--- src/rtl/tx_sched_pkg.sv ---
// Shared types for the transmit priority scheduler: ID width, FSM encoding
// and the per-slot record.
package tx_sched_pkg;
  localparam int ID_W = 11;

  typedef enum logic [1:0] {
    ST_IDLE   = 2'd0,
    ST_SELECT = 2'd1,
    ST_REQ    = 2'd2,
    ST_ACTIVE = 2'd3
  } tx_state_e;

  typedef struct packed {
    logic [ID_W-1:0] id;
    logic            pend;
  } slot_t;
endpackage

--- src/rtl/tx_prio_sel.sv ---
// Combinational winner finder: lowest ID among pending slots, lowest index
// on equal IDs.
module tx_prio_sel
  import tx_sched_pkg::*;
#(
  parameter int NBUF = 4,
  parameter int IDXW = 2
) (
  input  logic [NBUF-1:0]      pend_i,
  input  logic [NBUF*ID_W-1:0] ids_i,
  output logic                 win_vld,
  output logic [IDXW-1:0]      win_idx,
  output logic [ID_W-1:0]      win_id
);
  always_comb begin
    win_vld = 1'b0;
    win_idx = '0;
    win_id  = '0;
    // Strict less-than keeps the earlier (lower) index on ties.
    for (int i = 0; i < NBUF; i++) begin
      if (pend_i[i] && (!win_vld || (ids_i[i*ID_W +: ID_W] < win_id))) begin
        win_vld = 1'b1;
        win_idx = IDXW'(i);
        win_id  = ids_i[i*ID_W +: ID_W];
      end
    end
  end
endmodule

--- src/rtl/tx_prio_sched.sv ---
// Transmit scheduler: holds NBUF pending frames, offers the lowest ID to the
// bit-stream transmitter and tracks it to success, retry, loss or abort.
module tx_prio_sched
  import tx_sched_pkg::*;
#(
  parameter int NBUF      = 4,
  parameter int IDXW      = 2,
  parameter int RETRY_MAX = 16,
  parameter int RCW       = 5
) (
  input  logic            clk,
  input  logic            g_rst,
  input  logic            ld_en,
  input  logic [IDXW-1:0] ld_idx,
  input  logic [ID_W-1:0] ld_id,
  input  logic [NBUF-1:0] abort_req,
  input  logic            bus_idle,
  input  logic            sof_sent,
  input  logic            arbtr_lost,
  input  logic            tx_lst_bit_eof,
  input  logic            tx_err_pre,
  output logic            tx_req,
  output logic [ID_W-1:0] tx_prio_id,
  output logic [IDXW-1:0] tx_idx,
  output logic [NBUF-1:0] pend,
  output logic [NBUF-1:0] tx_done,
  output logic [NBUF-1:0] tx_fail
);
  tx_state_e             state_q;
  slot_t     [NBUF-1:0]  slot_q;
  logic      [IDXW-1:0]  tx_idx_q;
  logic      [ID_W-1:0]  tx_id_q;
  logic                  tx_req_q;
  logic      [NBUF-1:0]  done_q, fail_q;
  logic      [RCW-1:0]   retry_q, retry_inc;
  logic                  abort_pnd_q;

  logic [NBUF-1:0]      pend_vec;
  logic [NBUF*ID_W-1:0] id_vec;
  logic                 win_vld, pre_vld;
  logic [IDXW-1:0]      win_idx;
  logic [0:0]           pre_idx;
  logic [ID_W-1:0]      win_id, pre_id;

  always_comb begin
    pend_vec = '0;
    id_vec   = '0;
    for (int i = 0; i < NBUF; i++) begin
      pend_vec[i]               = slot_q[i].pend;
      id_vec[i*ID_W +: ID_W]    = slot_q[i].id;
    end
  end

  tx_prio_sel #(.NBUF(NBUF), .IDXW(IDXW)) u_sel (
    .pend_i (pend_vec),
    .ids_i  (id_vec),
    .win_vld(win_vld),
    .win_idx(win_idx),
    .win_id (win_id)
  );

  // Two-entry compare: index 0 is the requested frame, index 1 the incoming load.
  tx_prio_sel #(.NBUF(2), .IDXW(1)) u_pre (
    .pend_i ({ld_en, 1'b1}),
    .ids_i  ({ld_id, tx_id_q}),
    .win_vld(pre_vld),
    .win_idx(pre_idx),
    .win_id (pre_id)
  );

  logic            locked, ld_lower, preempt, abort_hit, lim_hit;
  logic            fin_ok, fin_err, fin_lost, fin_fail;
  logic [NBUF-1:0] act_sel, ld_hit, abort_clr;

  always_comb begin
    // The slot counts as on the wire from the sof_sent cycle onwards.
    locked = (state_q == ST_ACTIVE) || ((state_q == ST_REQ) && sof_sent);
    for (int i = 0; i < NBUF; i++) begin
      act_sel[i]   = locked && (tx_idx_q == IDXW'(i));
      ld_hit[i]    = ld_en && (ld_idx == IDXW'(i)) && !act_sel[i];
      abort_clr[i] = abort_req[i] && slot_q[i].pend && !ld_hit[i] && !act_sel[i];
    end
    ld_lower  = pre_vld && pre_idx[0] && (pre_id < tx_id_q);
    preempt   = ld_lower || ld_hit[tx_idx_q] || abort_req[tx_idx_q] ||
                !win_vld || (win_idx != tx_idx_q);
    abort_hit = abort_pnd_q || abort_req[tx_idx_q];
    retry_inc = retry_q + RCW'(1);
    lim_hit   = (RETRY_MAX != 0) && (retry_inc == RCW'(RETRY_MAX));
    fin_ok    = (state_q == ST_ACTIVE) && tx_lst_bit_eof && !tx_err_pre;
    fin_err   = (state_q == ST_ACTIVE) && tx_err_pre;
    fin_lost  = (state_q == ST_ACTIVE) && arbtr_lost && !tx_lst_bit_eof && !tx_err_pre;
    fin_fail  = (fin_err && (lim_hit || abort_hit)) || (fin_lost && abort_hit);
  end

  // Handshake: tx_req stays high until sof_sent is seen in REQ; the frame is
  // then owned by the transmitter until eof, error or arbitration loss.
  always_ff @(posedge clk or posedge g_rst) begin
    if (g_rst) begin
      state_q     <= ST_IDLE;
      slot_q      <= '0;
      tx_idx_q    <= '0;
      tx_id_q     <= '0;
      tx_req_q    <= 1'b0;
      done_q      <= '0;
      fail_q      <= '0;
      retry_q     <= '0;
      abort_pnd_q <= 1'b0;
    end else begin
      done_q <= '0;
      fail_q <= abort_clr;
      for (int i = 0; i < NBUF; i++) begin
        if (ld_hit[i]) begin
          slot_q[i].id   <= ld_id;
          slot_q[i].pend <= 1'b1;
        end else if (abort_clr[i]) begin
          slot_q[i].pend <= 1'b0;
        end
      end
      case (state_q)
        ST_IDLE: if ((|pend_vec) && bus_idle) state_q <= ST_SELECT;
        ST_SELECT: begin
          if (win_vld) begin
            tx_idx_q <= win_idx;
            tx_id_q  <= win_id;
            tx_req_q <= 1'b1;
            state_q  <= ST_REQ;
            if (win_idx != tx_idx_q) retry_q <= '0;
          end else begin
            state_q <= ST_IDLE;
          end
        end
        ST_REQ: begin
          if (sof_sent) begin
            tx_req_q    <= 1'b0;
            abort_pnd_q <= abort_req[tx_idx_q];
            state_q     <= ST_ACTIVE;
          end else if (preempt) begin
            tx_req_q <= 1'b0;
            state_q  <= ST_SELECT;
          end
        end
        ST_ACTIVE: begin
          if (abort_req[tx_idx_q]) abort_pnd_q <= 1'b1;
          if (fin_ok) begin
            done_q[tx_idx_q]      <= 1'b1;
            slot_q[tx_idx_q].pend <= 1'b0;
            retry_q               <= '0;
          end else if (fin_err) begin
            retry_q <= fin_fail ? '0 : retry_inc;
          end
          if (fin_fail) begin
            fail_q[tx_idx_q]      <= 1'b1;
            slot_q[tx_idx_q].pend <= 1'b0;
          end
          if (fin_ok || fin_err || fin_lost) begin
            abort_pnd_q <= 1'b0;
            state_q     <= ST_IDLE;
          end
        end
        default: state_q <= ST_IDLE;
      endcase
    end
  end

  assign tx_req     = tx_req_q;
  assign tx_prio_id = tx_id_q;
  assign tx_idx     = tx_idx_q;
  assign pend       = pend_vec;
  assign tx_done    = done_q;
  assign tx_fail    = fail_q;
endmodule

--- config.mk ---
export PLATFORM = sky130hd
export DESIGN_NAME = tx_prio_sched
export DESIGN_NICKNAME = d
export VERILOG_FILES = /design/src/rtl/tx_sched_pkg.sv /design/src/rtl/tx_prio_sel.sv /design/src/rtl/tx_prio_sched.sv
export SDC_FILE = /design/constraint.sdc
export NUM_CORES = 1
export LEC_CHECK = 0
export CAP_MARGIN = 10
export CORE_MARGIN = 2
export CORE_UTILIZATION = 48
export CTS_CLUSTER_SIZE = 20
export DETAILED_ROUTE_END_ITERATION = 10
export GPL_TIMING_DRIVEN = 1
export PLACE_DENSITY = 0.69
export SLEW_MARGIN = 20
export SYNTH_ARGS = -nofsm -noshare
export SYNTH_HDL_FRONTEND = slang
export SYNTH_HIERARCHICAL = 1
export SYNTH_SLANG_ARGS = --single-unit
--- constraint.sdc ---
create_clock -name clk -period 12 [get_ports clk]
set_input_delay 1.8 -clock clk [delete_from_list [all_inputs] [get_ports clk]]
set_output_delay 1.8 -clock clk [all_outputs]
set_load 0.05 [all_outputs]
Yosys cells after proc, flatten, opt, wreduce, memory -nomap -nowiden
Index checks and enable logic that the tools add are counted.
- word-level logic and storage cells: 186
- register bits: 78
- output and inout bits: 26
- muxes and demuxes: 63
- reduce and logical (&&, ||, !) cells: 79
- bitwise operators: 1
- magnitude comparators: 7
- equal/unequal tests: 19
- $add $sub $neg: 1
- operators with widths (cell ; count):
    2-to-1 mux 48 bit ; 4
    2-to-1 mux 11 bit ; 9
    bitwise mux 48 bit ; 2
    less-than comparator 11 bit ; 5
    logical AND 1 bit ; 40
    2-to-1 mux 5 bit ; 5
    demux 12 bit (select 2 bit) ; 1
    2-to-1 mux 1 bit ; 24
    2-to-1 mux 4 bit ; 4
    logical NOT 1 bit ; 14
    2-to-1 mux 2 bit ; 7
    logical OR 1 bit ; 13
    equality test 2 bit (second input constant) ; 6
    case mux 5 bit (2 select lines) ; 1
    AND reduction 3 bit ; 3
    != test 2 bit (second input constant) ; 4
    case mux 2 bit (4 select lines) ; 1
    equality test 2 x 1 -> 1 bit (second input constant) ; 3
    logical NOT 2 bit ; 3
    != test 3 bit (second input constant) ; 2
    nonzero test 2 bit ; 3
    adder 5 x 1 -> 5 bit (second input constant) ; 1
    equality test 5 bit (second input constant) ; 1
    binary-select mux 1 bit (select 2 bit) ; 2
    other kinds (11) ; 12

Longest topological paths before layout
Gate-level depths: netlist of the first run.
- depth in word-level cells: 19
- gate-level depth with buffers: 34
- mapped depth without buffers: 30

Hierarchy
The synthesis of the first run kept the hierarchy.
- modules (own cells, without submodules) (module ; sequential area each (um^2) ; times used ; cells an instance ; area each (um^2)):
    tx_prio_sched ; 1951.9 ; 1 ; 295 ; 3639.7
    tx_prio_sel (u_sel) ; 0.0 ; 1 ; 171 ; 1268.7
    tx_prio_sel (u_pre) ; 0.0 ; 1 ; 55 ; 404.1

Worst setup path before layout of the first run
OpenSTA, ideal clock, no wires.
- kind: reg2reg
- start point: reg, netlist name pend[0]
- end point: reg state_q[0]
- stages on the path, launching flop included: 33
- path buffers: 3
- library setup time: 0.119 ns
- setup slack: 5.190 ns
- clock period less this slack: 6.810 ns
- arrival: 6.691 ns
- cell sequence: dfrtp_1 clkbuf_1 nand2_1 ha_1 nand4_1 o21ai_0 a2111oi_4 clkbuf_1 o21ai_0 o31ai_1 inv_1 ha_1 a211o_1 o211ai_1 o2111ai_1 a22oi_1 o21a_1 mux2i_1 ha_1 a21o_1 a21o_1 a2111oi_0 o21bai_1 a21oi_1 o21ai_0 a21oi_2 buf_6 o21bai_1 xnor2_1 nand2_1 nor4_2 o41ai_2 a21bo_1
- elaborated cells between the ends (all ways): 31
- those cells by class: order compare: 3; eq/ne: 3; mux: 10; reduce/logical: 15
- RTL lines (item ; line ; RTL):
    2-to-1 mux 11 bit / 2-to-1 mux 1 bit (equally long branches) ; tx_prio_sel.sv:21 ; if (pend_i[i] && (!win_vld || (ids_i[i*ID_W +: ID_W] < win_id))) begin
    less-than comparator 11 bit / logical NOT 1 bit (equally long branches) ; tx_prio_sel.sv:21 ;
    logical OR 1 bit ; tx_prio_sel.sv:21 ;
    logical AND 1 bit ; tx_prio_sel.sv:21 ;
    2-to-1 mux 11 bit / 2-to-1 mux 1 bit (equally long branches) ; tx_prio_sel.sv:21 ;
    less-than comparator 11 bit / logical NOT 1 bit (equally long branches) ; tx_prio_sel.sv:21 ;
    logical OR 1 bit ; tx_prio_sel.sv:21 ;
    logical AND 1 bit ; tx_prio_sel.sv:21 ;
    (+2 left out) ; -- ;
    logical OR 1 bit ; tx_prio_sel.sv:21 ;
    logical AND 1 bit ; tx_prio_sel.sv:21 ;
    2-to-1 mux 2 bit * ; tx_prio_sel.sv:21 ;
    via win_idx[0] ; tx_prio_sched.sv:41 ; logic [IDXW-1:0] win_idx;
    != test 2 bit * ; tx_prio_sched.sv:85 ; !win_vld || (win_idx != tx_idx_q);
    logical OR 1 bit * ; tx_prio_sched.sv:85 ;
    != test 3 bit (no source line) * ; -- ;
    AND reduction 3 bit (no source line) * ; -- ;
    to (signal assigned) ; tx_prio_sched.sv:99 ; state_q <= ST_IDLE;
    to (signal assigned) ; tx_prio_sched.sv:120 ; ST_IDLE: if ((|pend_vec) && bus_idle) state_q <= ST_SELECT;
    to (signal assigned) ; tx_prio_sched.sv:126 ; state_q <= ST_REQ;
    to (decl) ; tx_prio_sched.sv:29 ; tx_state_e state_q;
Mark *: on every way through the listed nets, which the timed path passes. The rest lies on a longest branch.
A chain may end at the register's enable or synchronous reset.

Worst setup path after layout of the first run
- start point: reg, netlist name pend[0]
- end point: reg retry_q[2]
- longest elaborated chain between the ends: 16
- elaborated cells between the ends (all ways): 26
- those cells by class: order compare: 3; eq/ne: 3; mux: 10; reduce/logical: 10
- ends and longest elaborated chain (item ; line ; RTL):
    2-to-1 mux 11 bit / 2-to-1 mux 1 bit (equally long branches) ; tx_prio_sel.sv:21 ;
    less-than comparator 11 bit / logical NOT 1 bit (equally long branches) ; tx_prio_sel.sv:21 ;
    logical OR 1 bit ; tx_prio_sel.sv:21 ;
    logical AND 1 bit ; tx_prio_sel.sv:21 ;
    2-to-1 mux 11 bit / 2-to-1 mux 1 bit (equally long branches) ; tx_prio_sel.sv:21 ;
    less-than comparator 11 bit / logical NOT 1 bit (equally long branches) ; tx_prio_sel.sv:21 ;
    logical OR 1 bit ; tx_prio_sel.sv:21 ;
    logical AND 1 bit ; tx_prio_sel.sv:21 ;
    2-to-1 mux 11 bit / 2-to-1 mux 1 bit (equally long branches) ; tx_prio_sel.sv:21 ;
    less-than comparator 11 bit / logical NOT 1 bit (equally long branches) ; tx_prio_sel.sv:21 ;
    logical OR 1 bit ; tx_prio_sel.sv:21 ;
    logical AND 1 bit ; tx_prio_sel.sv:21 ;
    2-to-1 mux 2 bit * ; tx_prio_sel.sv:21 ;
    via win_idx[0] ; tx_prio_sched.sv:41 ;
    != test 2 bit * ; tx_prio_sched.sv:127 ; if (win_idx != tx_idx_q) retry_q <= '0;
    != test 2 bit (no source line) * ; -- ;
    AND reduction 4 bit (no source line) * ; -- ;
    to (signal assigned) ; tx_prio_sched.sv:149 ; retry_q <= fin_fail ? '0 : retry_inc;
    to (decl) ; tx_prio_sched.sv:35 ; logic [RCW-1:0] retry_q, retry_inc;
Marks and branches as above.

==> results of run 1 <==
==> cells in the mapped netlist (all sizes together), types with 5 or more instances <==
library cell | instances | area share
a22o | 12 | 0.020
buf | 12 | 0.017
a21o | 5 | 0.0071
nand3 | 8 | 0.0075
nand2 | 48 | 0.034
mux2 | 58 | 0.12
o31ai | 10 | 0.014
o21ai | 35 | 0.034
clkbuf | 8 | 0.0059
nand2b | 5 | 0.0064
inv | 44 | 0.031
dfrtp | 78 | 0.37
ha | 52 | 0.12
mux2i | 20 | 0.038
nand4 | 9 | 0.011
nor3 | 8 | 0.0085
a21oi | 23 | 0.022
nor2 | 20 | 0.015
==> critical path, delay by kind of cell, from the launching register on <==
kind                     cells  cell delay, ns
buffers and inverters        1            0.09
multiplexers                 1            0.31
adder cells (fa/ha/maj)      3            0.94
XOR/XNOR                     1            0.15
AND/OR/NAND/NOR              4            0.62
AO/OA/AOI/OAI               20            5.50
flip-flops                   1            0.76
==> cells by family after synthesis <==
group           Yosys count
buf+inv                  64
flops                    78
mux                      79
fa+ha+maj                52
xor+xnor                  6
simple gates            118
compound gates          123
other cells               1
==> power groups by stage <==
stage	sequential, mW	combinational, mW	clock (mW)
floorplan	0.463	0.387	0
CTS	0.413	0.590	0.201
detailed placement	0.419	0.588	0
global placement	0.414	0.567	0
finish	0.413	0.594	0.195
global route	0.425	0.656	0.213
==> per-layer routing <==
| metal | track usage | vias up | wire length, um |
|---|---|---|---|
| met3 | 0.0347 | 14 | 447 |
| met2 | 0.350 | 67 | 5790 |
| met1 | 0.287 | 2058 | 5600 |
| li1 | - | 1992 | - |
| met4 | 0.0805 | 0 | 214 |
| met5 | 0 | - | 0 |
==> area by class of cell <==
type / count / area, sq um / area share
Timing Repair Buffer: 53 / 543 / 0.0887
Inverter: 44 / 165 / 0.0270
Clock inverter: 4 / 47.5 / 0.00777
Tap cell: 140 / 175 / 0.0286
Sequential cell: 78 / 1950 / 0.319
Clock buffer: 11 / 141 / 0.0231
Multi-Input combinational cell: 383 / 3100 / 0.506
==> how the worst max path moves through the flow <==
stage | startpoint | end | cells after the start
after floorplan | pend[0] | state_q[0] | 32
after global placement | pend[0] | retry_q[2] | 30
after detailed placement | pend[0] | state_q[0] | 29
after CTS | pend[0] | retry_q[2] | 30
after global routing | pend[0] | retry_q[2] | 30
final | pend[0] | retry_q[2] | 30
==> through the flow <==
stage / hold slack [ns] / setup slack [ns] / power [mW] / instance area, sq um
after CTS: 0.514 / 3.64 / 1.20 / 6080
after detailed placement: 0.497 / 3.66 / 1.01 / 5890
final: 0.513 / 3.54 / 1.20 / 6120
after global routing: 0.538 / 2.99 / 1.29 / 6120
after floorplan: 0.480 / 5.19 / 0.850 / 5330
after global placement: 0.495 / 4.21 / 0.980 / 5890
==> layout by cell type (no fill, tap or decap), types with 12 or more instances in the layout <==
master and count:
a21oi_1 20, a22o_1 12, clkdlybuf4s50_1 50, dfrtp_1 78
ha_1 52, inv_1 43, mux2_2 56, mux2i_1 20
nand2_1 48, nor2_1 19, o21ai_0 28
==> results by group, run 1 <==
Status
  – Status: completed

CTS
  – Post-CTS Hold Buffers: 0
  – Clock-pin slew on the worst setup and hold paths: 0.08 ns
  – CTS Root Cell: clkbuf_8
  – Clk_lat worst skew: 0.37 ns
  – Longest Clk Path Bufs: 2
  – # Post-CTS Setup Buffers: 0
  – # H-tree levels: 3
  – Clock Sinks: 78
  – CTS Buf Count: 9
  – CTS tree: done
  – Post-cts repair resize count: 0

Floorplan
  – Chip height: 109 um
  – Core area: 0.0108 sq mm
  – Total die area: 0.0119 sq mm
  – Die Width: 109 um
  – Io pins: 51
  – # rows: 38
  – Initial Utilization: 0.490

Critical path
  – Most Frequent Cell on Critical Path: o21ai_0
  – R2R cell count: 30
  – CP required: 12.30 ns
  – Crit path largest cell delay: 0.96 ns
  – CP Capture Type: flip-flop
  – R2r setup slk: 3.54 ns
  – FF-to-FF End: retry_q[2]
  – R2R Path Start: pend[0]
  – CP Data Arrival Time: 8.76 ns
  – Kind of critical path: flip-flop to flip-flop
  – Highest-delay cell along the critical path: a2111oi_4
  – Worst setup SP type: flip-flop
  – Max FO, Critical Path: 23

Synth
  – Yosys Warn Count: 6
  – Post-Syn Instances: 521
  – Cell Area, Synth: 0.00531 sq mm
  – Xor and xnor area share after synthesis: 0.00989
  – Sequential area share after synthesis: 0.367
  – FF+latch count, synth: 78
  – Post-synthesis mux area share: 0.165
  – Compound-gate portion of the synthesized area: 0.168
  – Dominant synthesized flop cell: dfrtp_1
  – Post-synth EDFFs: 0
  – Post-synthesis simple-gate area fraction: 0.113
  – Cell variety after synth: 69
  – Syn_area_per_cell: 10.2 sq um
  – Combinational family with the most area after synthesis: compound AO/OA/AOI/OAI gates
  – Post-Synth Adder-Cell Area: 0.122
  – Async set-or-reset flop fraction in the synthesized netlist: 1.00

Detailed routing
  – Initial DRC Count: 236
  – Final WL: 12100 um
  – DRT Pass-1 Iters: 7
  – Detailed-route via count: 4131
  – Vias per cell: 5.79
  – DRC violations left: 0
  – Final ANT Viol Nets: 0
  – Drt wl/cell: 16.9 um

Power and ir drop
  – Pleak: 2.67 nW
  – Sw Ratio: 0.429
  – Switching power: 0.516 mW
  – Sequential Power Share: 0.344
  – P_int: 0.686 mW
  – Maximum vdd drop: 0.0867 mV
  – Clock share of power: 0.162
  – Combinational share of power: 0.494
  – Pwr Density: 196 mW/mm^2

Placement
  – Port Buf Inserts: 50
  – Dpl hpwl: 9260 um
  – Placed cell count: 697
  – Routability cong.: 0.875

Global routing
  – Vias in the first global route: 4006
  – GRT Overall Usage: 0.214
  – Pin count of the biggest net entering global routing: 79
  – Antenna violations before repair: 0
  – Grt total ovfl: 0
  – First-pass GRT wire length: 19600 um

Final layout
  – Post-layout util: 0.565
  – # fillers: 957
  – Share of cells above drive strength 1: 0.164
  – Antenna diodes: 0
  – P&R area growth vs syn: 15.2%
  – Finished Layout Cells: 713
  – # nets final: 646

Hold path
  – Hold Path Depth: 1
  – Worst Hold Class: flip-flop to flip-flop

STA
  – Slew @ Worst Pin: 1.04 ns
  – Final hold vios: 0
  – Final count of pins violating max slew: 0
  – FMAX: 0.118 GHz
  – Crit path time final: 8.46 ns
  – Worst rel slew slack: 0.307
  – Tcrit/Tclk final: 0.705
  – Unrepaired setup endpoints after global routing: false
  – Final setup violation count: 0
  – Skew final: 0.0144 ns
  – Sum Neg Setup Slack: 0 ns

Run
  – MaxCap Viol Count: 0
(Power assumes the default switching activity.)
==> run 2: changes to the inputs <==
clock period = 8.4 ns   (was 12 ns; I/O delays follow)
==> results by group, run 2 (same netlist as run 1, synthesis figures left out) <==
CTS
  – CTS Buf Count: 9
  – Clk_lat worst skew: 0.36 ns
  – Clock-pin slew on the worst setup and hold paths: 0.08 ns
  – Longest Clk Path Bufs: 2
  – CTS tree: done
  – # H-tree levels: 3
  – # Post-CTS Setup Buffers: 0
  – Clock Sinks: 78
  – CTS Root Cell: clkbuf_8

STA
  – Final setup violation count: 0
  – Sum Neg Setup Slack: 0 ns
  – FMAX: 0.132 GHz
  – Skew final: 0.00861 ns
  – Final count of pins violating max slew: 0
  – Worst rel slew slack: 0.304
  – Slew @ Worst Pin: 1.04 ns
  – Final hold vios: 0
  – Crit path time final: 7.58 ns
  – Unrepaired setup endpoints after global routing: false
  – Worst hold slack: 0.507 ns
  – Tcrit/Tclk final: 0.902

Global routing
  – Grt total ovfl: 0
  – Antenna violations before repair: 0
  – First-pass GRT wire length: 20100 um
  – Pin count of the biggest net entering global routing: 79
  – Vias in the first global route: 4049
  – GRT Overall Usage: 0.217

Power and ir drop
  – Sw Ratio: 0.431
  – Sequential Power Share: 0.342
  – Pleak: 2.67 nW
  – P_int: 0.976 mW
  – Clock share of power: 0.161
  – Switching power: 0.739 mW
  – Maximum vdd drop: 0.167 mV
  – Pwr Density: 279 mW/mm^2
  – Combinational share of power: 0.497

Detailed routing
  – Vias per cell: 5.77
  – Drt wl/cell: 16.9 um
  – Final WL: 12100 um
  – Detailed-route via count: 4129
  – DRT Pass-1 Iters: 4
  – Initial DRC Count: 229
  – DRC violations left: 0
  – Final ANT Viol Nets: 0

Critical path
  – R2R cell count: 27
  – Highest-delay cell along the critical path: a2111oi_2
  – CP required: 8.66 ns
  – CP Data Arrival Time: 7.84 ns
  – Most Frequent Cell on Critical Path: ha_1
  – Kind of critical path: flip-flop to flip-flop
  – Buffers & Inverters on Critical Path: 1
  – CP Capture Type: flip-flop
  – WP depth: 27
  – Delay-heaviest family, CP: compound AO/OA/AOI/OAI gates
  – Crit path largest cell delay: 0.98 ns
  – Worst setup SP type: flip-flop
  – Max FO, Critical Path: 20

Final layout
  – Most frequent cells in the layout: dfrtp_1, mux2_2, ha_1
  – # nets final: 648
  – Share of cells above drive strength 1: 0.168
  – P&R area growth vs syn: 15.7%
  – Commonest non-fill, non-tap cell in the layout: dfrtp_1
  – Antenna diodes: 0

Placement
  – Routability cong.: 0.883
  – Port Buf Inserts: 50
  – Dpl hpwl: 9230 um

Floorplan
  – Core area: 0.0108 sq mm
  – Total die area: 0.0119 sq mm
  – # rows: 38
  – Initial Utilization: 0.490
  – Chip height: 109 um
  – Io pins: 51
  – Die Width: 109 um

Status
  – Status: completed

Hold path
  – Worst Hold Class: flip-flop to flip-flop
  – Hold Path Depth: 1

Run
  – MaxCap Viol Count: 0
run 2: stage by stage:
step	area, sq um	utilization	total power, mW	setup slack (ns)	std cells
after floorplan	5330	-	1.21	1.59	525
after global placement	5900	0.544	1.40	1.16	698
after detailed placement	5900	0.544	1.44	0.711	698
after CTS	6090	0.562	1.72	0.716	714
after global routing	6140	0.567	1.85	0.254	716
final	6140	0.567	1.71	0.820	716
run 2: cell type report:
cell class / count / area (sq um)
Clock buffer: 10 / 128
Clock inverter: 6 / 62.6
Fill cell: 951 / 4700
Inverter: 44 / 165
Multi-Input combinational cell: 384 / 3110
Sequential cell: 78 / 1950
Tap cell: 140 / 175
Timing Repair Buffer: 54 / 551
run 2: worst reg2reg max path: cells and delay by family, from the launching register on:
kind / cells / cell delay, ns
flip-flops: 1 / 0.73
XOR/XNOR: 1 / 0.14
adder cells (fa/ha/maj): 3 / 0.87
AND/OR/NAND/NOR: 3 / 0.64
multiplexers: 1 / 0.31
buffers and inverters: 1 / 0.11
AO/OA/AOI/OAI: 18 / 4.66
run 2: per-layer routing:
layer,wire [um],vias to the layer above,GRT usage
li1,-,2004,-
met1,5580,2039,0.295
met2,5860,73,0.354
met3,488,13,0.0406
met4,144,0,0.0633
met5,0,-,0
run 2: final timing paths:
check,start,endpoint,slack [ns]
setup / recovery,pend[0],state_q[0],0.82
setup reg to reg,pend[0],state_q[0],0.82
max in group asynchronous,g_rst,async pin,6.58
hold reg to reg,flip-flop,flip-flop,0.51
hold / removal,flip-flop,flip-flop,0.51
min in group asynchronous,g_rst,async pin,1.26
run 2: power by group through the flow:
stage	combinational (mW)	sequential, mW	clock [mW]
2_1_floorplan	0.553	0.661	0
3_3_place_gp	0.811	0.590	0
3_5_place_dp	0.844	0.594	0
4_1_cts	0.848	0.586	0.283
5_1_grt	0.947	0.605	0.299
6_report	0.853	0.586	0.276
run 2: timing repair:
item | in CTS | in global routing
setup endpoints to repair | 0 | 2
hold buffers | 0 | 0
hold endpoints to repair | 0 | 0
resized for setup | 0 | 0
